<file path="config.mk">
export PLATFORM = sky130hd
export DESIGN_NAME = regfile_wordline_reader
export DESIGN_NICKNAME = d
export VERILOG_FILES = /design/src/rtl/regfile_wordline_reader.sv
export SDC_FILE = /design/constraint.sdc
export NUM_CORES = 1
export LEC_CHECK = 0
export CORE_MARGIN = 5
export CORE_UTILIZATION = 60
export CTS_CLUSTER_DIAMETER = 30
export DETAILED_ROUTE_END_ITERATION = 12
export HOLD_SLACK_MARGIN = 0.05
export PLACE_DENSITY_LB_ADDON = 0.05
export SLEW_MARGIN = 10
export SYNTH_ARGS = -nofsm -noshare
export SYNTH_HDL_FRONTEND = slang
export SYNTH_SLANG_ARGS = --single-unit
export TNS_END_PERCENT = 20
</file>
<file path="constraint.sdc">
create_clock -name clk -period 5.1 [get_ports clk]
set_clock_uncertainty 0.2 [all_clocks]
set_input_delay 1.02 -clock clk [delete_from_list [all_inputs] [get_ports clk]]
set_output_delay 1.02 -clock clk [all_outputs]
set_load 0.05 [all_outputs]
</file>
<file path="src/rtl/regfile_wordline_reader.sv">
`default_nettype none
// +----------------------------------------------------------------------------+
// | regfile_wordline_reader: 16-entry register file written via one-hot        |
// | wordline, two combinational read ports with bypass. Revision 1.0           |
// +----------------------------------------------------------------------------+
module regfile_wordline_reader #(
  parameter int WIDTH   = 16,
  parameter bit ZERO_R0 = 1'b1
) (
  input  logic             clk,
  input  logic             rst_n,
  input  logic [15:0]      Wordline,
  input  logic [WIDTH-1:0] DstData,
  input  logic [3:0]       SrcReg1,
  input  logic [3:0]       SrcReg2,
  output logic [WIDTH-1:0] SrcData1,
  output logic [WIDTH-1:0] SrcData2,
  output logic             wl_err
);

  logic [WIDTH-1:0] r_regs [16];
  logic             r_wl_err;
  logic             w_onehot;
  logic             w_multi;

  // x & (x-1) clears the lowest set bit; zero result means at most one bit set
  assign w_onehot = (Wordline != 16'd0) && ((Wordline & (Wordline - 16'd1)) == 16'd0);
  assign w_multi  = (Wordline != 16'd0) && !w_onehot;

  always_ff @(posedge clk) begin
    if (!rst_n) begin
      for (int i = 0; i < 16; i++) begin
        r_regs[i] <= '0;
      end
      r_wl_err <= 1'b0;
    end else begin
      for (int i = 0; i < 16; i++) begin
        if (w_onehot && Wordline[i] && !(ZERO_R0 && (i == 0))) begin
          r_regs[i] <= DstData;
        end
      end
      if (w_multi) begin
        r_wl_err <= 1'b1;
      end
    end
  end

  function automatic logic [WIDTH-1:0] read_port(input logic [3:0] sel);
    logic [WIDTH-1:0] v;
    v = r_regs[sel];
    if (w_onehot && Wordline[sel]) begin
      v = DstData;
    end
    // R0 hard-zero and reset both override storage and bypass
    if ((ZERO_R0 && (sel == 4'd0)) || !rst_n) begin
      v = '0;
    end
    return v;
  endfunction

  assign SrcData1 = read_port(SrcReg1);
  assign SrcData2 = read_port(SrcReg2);
  assign wl_err   = r_wl_err;

endmodule
`default_nettype wire

</file>
==> results of run 1 <==
path summary, 6_finish.rpt:
kind	cells past startpoint	end	slack, ns
min	2	wl_err	0.27
max reg2reg	2	wl_err	4.32
min reg2reg	2	wl_err	0.27
max	9	SrcData2[6]	0.04
critical path, stage by stage:
cell and delay, ns:
clkdlybuf4s50_1 0.44, or4_4 0.57, nor4b_4 0.29, mux2_4 0.37, nor4_4 0.33, nand2_2 0.11, buf_4 0.24, mux2i_2 0.27
buf_12 0.17
per-stage QoR:
step	utilization	hold slack, ns	setup WS [ns]	area (um2)
3_3_place_gp	0.6851	0.2721	-0.03009	14810
2_1_floorplan	-	0.4690	-0.07714	13040
4_1_cts	0.7565	0.2730	-0.0009051	16360
6_report	0.7620	0.2683	0.03998	16480
5_1_grt	0.7620	0.3340	-0.03616	16480
3_5_place_dp	0.6851	0.2667	-0.08933	14810
state kept, by name (all words and copies together), names as in the netlist:
name,count
r_regs,240
wl_err,1
report_power, final:
part / internal, mW / switching (mW) / total (mW)
clock network: 1.89 / 1.03 / 2.92
registers: 2.31 / 0.0651 / 2.38
logic: 0.417 / 0.488 / 0.906
layout by cell type, fill, tap and decap left out, types with 5 or more instances in the layout:
master | synthesis | final
mux2i_4 | 0 | 7
a21oi_1 | 6 | 5
nor3_1 | 7 | 7
clkbuf_16 | 0 | 45
inv_6 | 0 | 7
clkinv_4 | 0 | 6
nand2_2 | 10 | 10
clkdlybuf4s50_1 | 0 | 34
o21ai_0 | 23 | 21
a22oi_1 | 10 | 10
inv_1 | 20 | 20
buf_4 | 3 | 72
buf_12 | 0 | 40
mux2i_2 | 0 | 6
mux2i_1 | 53 | 40
nor2b_1 | 13 | 13
mux4_2 | 119 | 119
a221oi_1 | 5 | 5
a22o_1 | 16 | 16
clkinvlp_4 | 0 | 7
nand2_1 | 109 | 109
mux2_2 | 33 | 32
nor2_1 | 148 | 148
o211ai_1 | 12 | 12
bufinv_16 | 0 | 5
edfxtp_1 | 240 | 240
Yosys cell counts, drive strengths merged:
cell and number:
a2111oi 2, a211o 2, a21boi 1, a21oi 6, a221oi 5, a22o 16
a22oi 10, buf 27, clkbuf 45, dfxtp 1, edfxtp 240, inv 20
maj3 1, mux2 33, mux2i 53, mux4 119, nand2 119, nand3 2
nand3b 1, nand4b 1, nor2 148, nor2b 13, nor3 7, nor4 4
nor4b 1, o211ai 12, o21ai 23, o41a 2, o41ai 1, or2 1
or3 4, or4 2
cell type report:
| class | count | area, um2 |
|---|---|---|
| clock inverter | 33 | 372.9 |
| multi-input combinational | 589 | 5590 |
| sequential | 241 | 7227 |
| fill | 1329 | 5145 |
| clock buffer | 47 | 1134 |
| inverter | 20 | 75.07 |
| tap | 280 | 350.3 |
| timing repair buffer | 152 | 1727 |
routing by layer:
layer / part of all wire / routed length [um]
met3: 0.13 / 4966
met2: 0.48 / 18930
met1: 0.36 / 14080
met4: 0.028 / 1075
met5: 0 / 0
cell families (layout without fill, tap and decap cells):
kind of cell             Yosys count  count (layout)
AO/OA/AOI/OAI                     80              80
adder cells (fa/ha/maj)            1               1
buffers and inverters             92             252
flip-flops                       241             241
multiplexers                     205             205
AND/OR/NAND/NOR                  303             303
timing repair:
| item | in CTS | in global routing |
|---|---|---|
| setup buffers | 0 | 0 |
| resized for setup | 9 | 20 |
| setup endpoints to repair | 28 | 32 |
| endpoints found under the hold margin | 0 | 0 |
| hold buffers | 0 | 0 |
| pin swaps | 0 | 5 |
==> run summary, run 1 <==
GLOBAL ROUTING
---------------------------------------------------------------------------------
Met1 Use GR                                                                0.4398
Number of global-route vias before repair                                    9530
Global-route layer with the greatest usage                                   met2
Grt met2 use                                                               0.5135
Global routing usage on met3                                               0.1067
Number of antenna violations at the first check in global routing               1
Maximum number of pins on one net before global-route repair                   35
Aggregate global-route resource usage                                      0.3250
Global-route wire length before repair                                   58.71 mm
Overflow after GRT                                                              0

ROUTING
---------------------------------------------------------------------------------
Drt pass-1 iters                                                                5
Routed via count                                                             9268
Avg WL per Cell                                                          28.68 um
Vias per inst                                                               6.805
Residual DRC count                                                              0
Post-route ant nets                                                             0
Drt total wl                                                             39.06 mm
Iteration-0 DRC Markers                                                      1242

SETUP PATH
---------------------------------------------------------------------------------
CP Data Arrival Time                                                      3.84 ns
Worst Setup End Kind                                                 primary output
Critical setup path kind                                                   in2out
Data required time at the worst endpoint                                  3.88 ns
Worst-path maximum fanout                                                       8
Launching point of the worst reg2reg path                                  wl_err
Origin of the worst setup path                                        Wordline[7]
Critical Path Start Type                                             primary input

PLACE
---------------------------------------------------------------------------------
Number of I/O port buffers                                                     74
Final weighted congestion in routability-driven placement                   1.061
Dpl hpwl                                                                 26.68 mm
Placed cell count                                                            1282

CLOCK NETWORK
---------------------------------------------------------------------------------
Maximum root-to-sink buffer count                                               3
CTS tree                                                                     done
H-tree Lvls                                                                     2
Worst-path clk slew                                                       0.05 ns
Clock buffer count from CTS                                                    44
Worst-Skew Late Latency                                                   0.52 ns
CTS Sinks                                                                     241
Clock root cell                                                         clkbuf_16

SYNTH
---------------------------------------------------------------------------------
Mux contribution to synthesized area                                       0.2747
Simple-gate area share of the yosys netlist                               0.09748
Warnings from Yosys                                                             0
Portion of synthesized cell area occupied by the leading cell type         0.5526
Sequential share of the synthesized area                                   0.5542
Compound-cell area share of the yosys netlist                             0.04413
#FFs+latches synth                                                            241
Area of the mapped netlist                                              13040 um2
Xor and xnor fraction of the mapped netlist area                                0
Post-Synth Adder-Cell Area                                              0.0007675
Largest family of logic cells by synthesized area                    multiplexers
Largest area contributor in the netlist                                  edfxtp_1
Count of cell types in the netlist                                             37
Leading cell types by total area after synthesis                     edfxtp_1, mux4_2, nor2_1
Number of standard cells after synthesis                                      922
Mean cell area of the mapped netlist                                    14.14 um2
Nets in the synthesized netlist                                               964

TIMING
---------------------------------------------------------------------------------
Highest Clock Rate                                                      197.6 MHz
Fin Setup TNS                                                                0 ns
Final setup violation count                                                     0
Setup repair after global routing missed its margin                           yes
Time the final worst path needs with I/O delays and setup                5.060 ns
Final Cycle Share                                                          0.9922
Final Hold Vio Count                                                            0
Number of pins with negative max-slew slack in the final report                 0
Slew at the pin closest to its max-slew limit                           0.6585 ns
Remaining max-slew budget at the tightest pin                              0.5564

DIE
---------------------------------------------------------------------------------
Initial Util                                                               0.6032
I/O pins                                                                       75
Cell Rows                                                                      54
Placeable Area                                                          21620 um2
Area of the die                                                         24780 um2
Die extent in y                                                          157.4 um
Width of the die                                                         157.4 um

LAYOUT
---------------------------------------------------------------------------------
Post-route insts no fill                                                     1362
Number of antenna diodes                                                        0
Number of nets in the finished design                                        1090
Layout cells sized above 1                                                 0.3466
Layout overhead on the synthesized area                                    26.34%

STATUS
---------------------------------------------------------------------------------
Outcome                                                                 completed

JOB
---------------------------------------------------------------------------------
Max_cap viols                                                                   0

POWER
---------------------------------------------------------------------------------
Total design power                                                       6.202 mW
Lkg Pwr                                                                  6.015 nW
Power density cells                                                  376.4 nW/um2
Peak supply drop                                                        0.4123 mV

WORST HOLD PATH
---------------------------------------------------------------------------------
Startpoint of the lowest-slack hold path                                   wl_err
Type of the tightest min-delay check                                      reg2reg

Note: power is estimated with default switching activity, not from simulation.
==> run 2: changes to the inputs <==
--- a/config.mk
+++ b/config.mk
@@ -5,7 +5,6 @@
 export SDC_FILE = /design/constraint.sdc
 export NUM_CORES = 1
 export LEC_CHECK = 0
-export CORE_MARGIN = 5
 export CORE_UTILIZATION = 60
 export CTS_CLUSTER_DIAMETER = 30
 export DETAILED_ROUTE_END_ITERATION = 12
==> run 2 against run 1 <==
  * Critical path type unchanged
  * Via count up 2.2%
  * Register-to-register slack worse by 0.04 ns
  * Largest cell class unchanged
  * Sequential cell count unchanged
  * Wire length up 3.9%
  * Maximum frequency down 0.14%
  * Clock power about the same
  * Die area down 9.9%
  * Critical endpoint is now SrcData1[12]
==> run summary, run 2 (synthesis results as in run 1) <==
LAYOUT
--------------------------------------------------------------------------------
Most common library cell in the layout ignoring fill and taps           edfxtp_1   unchanged
Share of the core filled with cells                                       0.7736   was 0.7620
Area of all placed cells without fillers                               16360 um2   was 16480 um2
Layout overhead on the synthesized area                                   25.48%   was 26.34%
Flip-flop count of the largest register after layout                         240   unchanged
Layout cells sized above 1                                                0.3484   was 0.3466
Number of nets in the finished design                                       1090   unchanged
Layout filler cell count                                                    1221   was 1329
Post-route insts no fill                                                    1359   was 1362
Register with the most flip-flops                                         r_regs   unchanged
Commonest cells after routing, fill and taps aside                  edfxtp_1, nor2_1, mux4_2   unchanged

CLOCK NETWORK
--------------------------------------------------------------------------------
CTS Sinks                                                                    241   unchanged
Clock buffer count from CTS                                                   44   unchanged
Maximum root-to-sink buffer count                                              3   unchanged
Worst-path clk slew                                                      0.05 ns   about the same
Post-CTS Hold Buffers                                                          0   unchanged
Setup repair bufs after CTS                                                    0   unchanged
Clock root cell                                                        clkbuf_16   unchanged
Worst-Skew Late Latency                                                  0.55 ns   was 0.52 ns
CTS tree                                                                    done   unchanged
H-tree Lvls                                                                    2   unchanged

DIE
--------------------------------------------------------------------------------
Area of the die                                                        22330 um2   was 24780 um2
Cell Rows                                                                     53   was 54
Width of the die                                                        149.4 um   was 157.4 um
Placeable Area                                                         21150 um2   was 21620 um2
Initial Util                                                              0.6165   was 0.6032
Die extent in y                                                         149.4 um   was 157.4 um
I/O pins                                                                      75   unchanged

SETUP PATH
--------------------------------------------------------------------------------
Number of buffer and inverter stages on the critical path                      4   was 3
Critical setup path kind                                                  in2out   unchanged
Worst-path maximum fanout                                                      8   unchanged
Worst Setup End Kind                                                primary output   unchanged
Most used cell, CP                                                         buf_4
R2r setup slk                                                            4.28 ns   was 4.32 ns
Critical Path Start Type                                            primary input   unchanged
Cell class contributing the biggest share of worst-path delay       buffers and inverters   was simple AND/OR/NAND/NOR gates
CP Data Arrival Time                                                     3.85 ns   was 3.84 ns
Longest individual stage delay on the worst path                         0.58 ns   was 0.57 ns
Crit path max-delay cell type                                              or4_1   was or4_4
Cells along the critical path                                       clkdlybuf4s50_1, or4_1, buf_4, o41ai_2, a21oi_2, nor4_4, nand2_2, buf_4, mux2i_2, buf_12   was clkdlybuf4s50_1, or4_4, nor4b_4, mux2_4, nor4_4, nand2_2, buf_4, mux2i_2, buf_12
Data required time at the worst endpoint                                 3.88 ns   about the same

POWER
--------------------------------------------------------------------------------
Total design power                                                      6.187 mW   was 6.202 mW
Lkg Pwr                                                                 5.886 nW   was 6.015 nW
Power density cells                                                 378.1 nW/um2   was 376.4 nW/um2
Peak supply drop                                                       0.5240 mV   was 0.4123 mV

TIMING
--------------------------------------------------------------------------------
Slew at the pin closest to its max-slew limit                           1.346 ns   was 0.6585 ns
Number of pins with negative max-slew slack in the final report                0   unchanged
Setup slack after layout                                              0.03291 ns   was 0.03998 ns
Time the final worst path needs with I/O delays and setup               5.067 ns   was 5.060 ns
Setup repair after global routing missed its margin                          yes   unchanged
Final setup violation count                                                    0   unchanged
Final Cycle Share                                                         0.9935   was 0.9922
Highest Clock Rate                                                     197.4 MHz   was 197.6 MHz
Final Hold Vio Count                                                           0   unchanged
Remaining max-slew budget at the tightest pin                             0.1007   was 0.5564
Fin Setup TNS                                                               0 ns   unchanged
Minimum hold slack                                                     0.2843 ns   was 0.2683 ns

GLOBAL ROUTING
--------------------------------------------------------------------------------
Number of antenna violations at the first check in global routing              4   was 1
Global-route wire length before repair                                  60.13 mm   was 58.71 mm
Maximum number of pins on one net before global-route repair                  64   was 35
Number of global-route vias before repair                                   9486   was 9530
Overflow after GRT                                                             0   unchanged
Aggregate global-route resource usage                                     0.3787   was 0.3250

ROUTING
--------------------------------------------------------------------------------
Vias per inst                                                              6.969   was 6.805
Post-route ant nets                                                            0   unchanged
Avg WL per Cell                                                         29.87 um   was 28.68 um
Residual DRC count                                                             0   unchanged
Drt pass-1 iters                                                               7   was 5
Iteration-0 DRC Markers                                                     1284   was 1242
Routed via count                                                            9471   was 9268
Drt total wl                                                            40.59 mm   was 39.06 mm

PLACE
--------------------------------------------------------------------------------
Final weighted congestion in routability-driven placement                  1.024   was 1.061
Dpl hpwl                                                                26.26 mm   was 26.68 mm
Total placed instance area                                             14790 um2   was 14810 um2
Worst-case setup slack after placement                               -0.07130 ns   was -0.08933 ns
Number of I/O port buffers                                                    74   unchanged
Placed cell count                                                           1277   was 1282

STATUS
--------------------------------------------------------------------------------
Outcome                                                                completed   unchanged

WORST HOLD PATH
--------------------------------------------------------------------------------
Type of the tightest min-delay check                                     reg2reg   unchanged

JOB
--------------------------------------------------------------------------------
Max_cap viols                                                                  0   unchanged

## run 2: changes by cell type in the layout (fill, tap and decap cells not counted), moves of 3 or more
cell        change
mux2i_2        +13
mux2i_4         -7
clkinvlp_4      +3
mux2i_1         -6
## run 2: worst reg2reg max path: cells and delay by family, from the launching register on
kind                   cells  cell delay, ns
flip-flops                 1            0.33
AO/OA/AOI/OAI              1            0.17
buffers and inverters      1            0.04
## run 2: path summary, 6_finish.rpt
kind / startpoint / cells after the start / endpoint
hold / removal: wl_err / 2 / wl_err
setup / recovery: Wordline[2] / 10 / SrcData1[12]
setup reg to reg: wl_err / 2 / wl_err
hold reg to reg: wl_err / 2 / wl_err
## run 2: where the power goes
group | total [mW] | switching [mW] | internal (mW)
sequential | 2.38 | 0.0702 | 2.31
clock | 2.90 | 1.07 | 1.83
combinational | 0.903 | 0.487 | 0.416
total | 6.19 | 1.63 | 4.56
## run 2: final cells by class
class,instances,area [um2],area share
flip-flops and latches,241,7227,0.4416
multi-input cells,589,5520,0.3373
repair buffers,152,1709,0.1044
clock buffers,48,1116,0.06820
clock inverters,32,367.9,0.02248
well taps,275,344.1,0.02103
inverters,20,75.07,0.004588
diodes,2,5.005,0.0003058
## run 2: timing repair
action / 4_1_cts / 5_1_grt
hold endpoints to repair: 0 / 0
gates cloned: 0 / 0
setup endpoints to repair: 13 / 32
gates resized for setup: 2 / 19
## run 2: metal layers
layer	global-route usage	vias to the layer above	share of wire
met5	0	-	0.00032
met4	0.1168	2	0.032
met3	0.08232	125	0.12
met2	0.6025	702	0.49
met1	0.5263	4798	0.36
li1	-	3844	-
==> run 3: changes to the inputs <==
--- a/config.mk
+++ b/config.mk
@@ -9,7 +9,7 @@
 export CTS_CLUSTER_DIAMETER = 30
 export DETAILED_ROUTE_END_ITERATION = 12
 export HOLD_SLACK_MARGIN = 0.05
-export PLACE_DENSITY_LB_ADDON = 0.05
+export PLACE_DENSITY = 0.8
 export SLEW_MARGIN = 10
 export SYNTH_ARGS = -nofsm -noshare
 export SYNTH_HDL_FRONTEND = slang
==> run 3 against run 2 <==
  * The flow now finishes with violations (negative setup slack)
  * Maximum frequency shrank 1.9%
  * Non-clock buffer count grew 15
  * Die area is the same
  * Sequential share of layout area shrank 0.53 points
  * Register-to-register slack gained 0.03 ns
  * Combinational power grew 2%
  * Cell count grew 0.37%
  * Wire length grew 0.17%
  * Sequential cell count is the same
  * Count of clock-buffer cells in the layout shrank 6
  * Design area grew 1.2%
  * Clock power shrank 12%
==> run summary, run 3 (synthesis results as in run 1) <==
LAYOUT
--------------------------------------------------------------------------------
Most common library cell in the layout ignoring fill and taps           edfxtp_1   unchanged
Area of all placed cells without fillers                               16560 um2   was 16360 um2
Flip-flop count of the largest register after layout                         240   unchanged
Commonest cells after routing, fill and taps aside                  edfxtp_1, nor2_1, mux4_2   unchanged
Post-route insts no fill                                                    1364   was 1359
Layout overhead on the synthesized area                                   27.02%   was 25.48%
Layout cells sized above 1                                                0.3563   was 0.3484
Number of nets in the finished design                                       1100   was 1090
Register with the most flip-flops                                         r_regs   unchanged
Number of antenna diodes                                                       0   was 2
Share of the core filled with cells                                       0.7830   was 0.7736

WORST HOLD PATH
--------------------------------------------------------------------------------
Number of cells traversed by the worst hold path                               2   unchanged
Startpoint of the lowest-slack hold path                                  wl_err   unchanged
Type of the tightest min-delay check                                     reg2reg   unchanged
Endpoint of the worst hold path                                           wl_err   unchanged

JOB
--------------------------------------------------------------------------------
Max_cap viols                                                                  0   unchanged

GLOBAL ROUTING
--------------------------------------------------------------------------------
Aggregate global-route resource usage                                     0.3683   was 0.3787
Number of global-route vias before repair                                   9897   was 9486
Global-route wire length before repair                                  58.31 mm   was 60.13 mm
Number of antenna violations at the first check in global routing              0   was 4
Overflow after GRT                                                             0   unchanged
Maximum number of pins on one net before global-route repair                  34   was 64

SETUP PATH
--------------------------------------------------------------------------------
Crit path max-delay cell type                                              or4_4   was or4_1
Critical Path Start Type                                            primary input   unchanged
Data required time at the worst endpoint                                 3.88 ns   about the same
Cells along the critical path                                       dlymetal6s2s_1, or4_4, buf_4, a2111oi_0, a21oi_1, nor4_4, buf_4, nand2_8, buf_12, mux2i_4, buf_12   was clkdlybuf4s50_1, or4_1, buf_4, o41ai_2, a21oi_2, nor4_4, nand2_2, buf_4, mux2i_2, buf_12
Launching point of the worst reg2reg path                                 wl_err   unchanged
Worst-case reg-to-reg path depth                                               2   unchanged
Worst Setup End Kind                                                primary output   unchanged
Longest individual stage delay on the worst path                         0.57 ns   was 0.58 ns
Worst reg2reg path endpoint                                               wl_err   unchanged
Worst-path maximum fanout                                                      7   was 8
R2r setup slk                                                            4.31 ns   was 4.28 ns
Critical setup path kind                                                  in2out   unchanged
CP Data Arrival Time                                                     3.95 ns   was 3.85 ns

ROUTING
--------------------------------------------------------------------------------
Drt total wl                                                            40.66 mm   was 40.59 mm
Residual DRC count                                                             0   unchanged
Routed via count                                                            9807   was 9471
Drt pass-1 iters                                                               7   unchanged
Vias per inst                                                              7.190   was 6.969
Avg WL per Cell                                                         29.81 um   was 29.87 um
Post-route ant nets                                                            0   unchanged
Iteration-0 DRC Markers                                                     1547   was 1284

TIMING
--------------------------------------------------------------------------------
Number of pins with negative max-slew slack in the final report                0   unchanged
Remaining max-slew budget at the tightest pin                             0.5038   was 0.1007
Fin Setup TNS                                                         -0.7997 ns   was 0 ns
Slew at the pin closest to its max-slew limit                          0.7387 ns   was 1.346 ns
Minimum hold slack                                                     0.2718 ns   was 0.2843 ns
Final Hold Vio Count                                                           0   unchanged
Time the final worst path needs with I/O delays and setup               5.165 ns   was 5.067 ns
Highest Clock Rate                                                     193.6 MHz   was 197.4 MHz
Final Cycle Share                                                          1.013   was 0.9935
Final setup violation count                                                   19   was 0
Setup slack after layout                                             -0.06544 ns   was 0.03291 ns

PLACE
--------------------------------------------------------------------------------
Final weighted congestion in routability-driven placement                 0.9291   was 1.024
Number of I/O port buffers                                                    74   unchanged
Total placed instance area                                             14920 um2   was 14790 um2
Placed cell count                                                           1289   was 1277
Dpl hpwl                                                                24.92 mm   was 26.26 mm
Worst-case setup slack after placement                               -0.08557 ns   was -0.07130 ns

CLOCK NETWORK
--------------------------------------------------------------------------------
Clock buffer count from CTS                                                   39   was 44
Maximum root-to-sink buffer count                                              3   unchanged
Worst-path clk slew                                                      0.05 ns   about the same
CTS Sinks                                                                    241   unchanged
Worst-Skew Late Latency                                                  0.51 ns   was 0.55 ns
H-tree Lvls                                                                    2   unchanged
CTS tree                                                                    done   unchanged
Clock root cell                                                        clkbuf_16   unchanged

DIE
--------------------------------------------------------------------------------
Initial Util                                                              0.6165   unchanged
I/O pins                                                                      75   unchanged
Die extent in y                                                         149.4 um   unchanged
Area of the die                                                        22330 um2   unchanged
Cell Rows                                                                     53   unchanged
Width of the die                                                        149.4 um   unchanged
Placeable Area                                                         21150 um2   unchanged

POWER
--------------------------------------------------------------------------------
Peak supply drop                                                       0.3325 mV   was 0.5240 mV
Lkg Pwr                                                                 6.039 nW   was 5.886 nW
Power density cells                                                 352.5 nW/um2   was 378.1 nW/um2
Total design power                                                      5.838 mW   was 6.187 mW

STATUS
--------------------------------------------------------------------------------
Outcome                                                             finished, violations left   was completed
Violations in the final reports                                     negative setup slack

run 3: per-layer routing:
layer | share of wire | wire (um) | vias to the layer above | global-route usage
met4 | 0.053 | 2143 | 0 | 0.2051
met5 | 0 | 0 | - | 0
met1 | 0.33 | 13290 | 4747 | 0.4767
li1 | - | - | 3857 | -
met2 | 0.47 | 19120 | 1015 | 0.5674
met3 | 0.15 | 6114 | 188 | 0.1012
run 3: cell type report:
type                            count  area (um2)
Clock buffer                       42        1008
Inverter                           20       75.07
Timing Repair Buffer              167        1927
Sequential cell                   241        7227
Tap cell                          275       344.1
Fill cell                        1062        4589
Multi-Input combinational cell    589        5718
Clock inverter                     30       265.3
run 3: power breakdown:
part	total, mW	switching, mW	internal (mW)
combinational	0.919	0.489	0.430
clock	2.54	0.978	1.56
sequential	2.38	0.0687	2.31
run 3: repair_timing:
item,CTS,global route
setup endpoints to repair,32,32
gates cloned,0,2
resized for setup,22,38
hold endpoints to repair,0,0
hold buffers,0,0
buffers inserted,0,1
pin swaps,1,4
run 3: critical path, delay by kind of cell:
| kind | cells | cell delay, ns |
|---|---|---|
| AOI/OAI and AO/OA | 2 | 0.77 |
| buffers and inverters | 5 | 0.92 |
| muxes | 1 | 0.20 |
| and+or+nand+nor | 3 | 1.01 |
run 3: worst max-delay path by stage:
stage	from	endpoint	cells past startpoint
6_report	Wordline[5]	SrcData1[1]	11
5_1_grt	Wordline[5]	SrcData1[1]	11
4_1_cts	Wordline[7]	SrcData1[15]	10
3_5_place_dp	Wordline[7]	SrcData1[8]	10
3_3_place_gp	Wordline[2]	SrcData1[9]	10
2_1_floorplan	SrcReg2[0]	SrcData2[10]	7
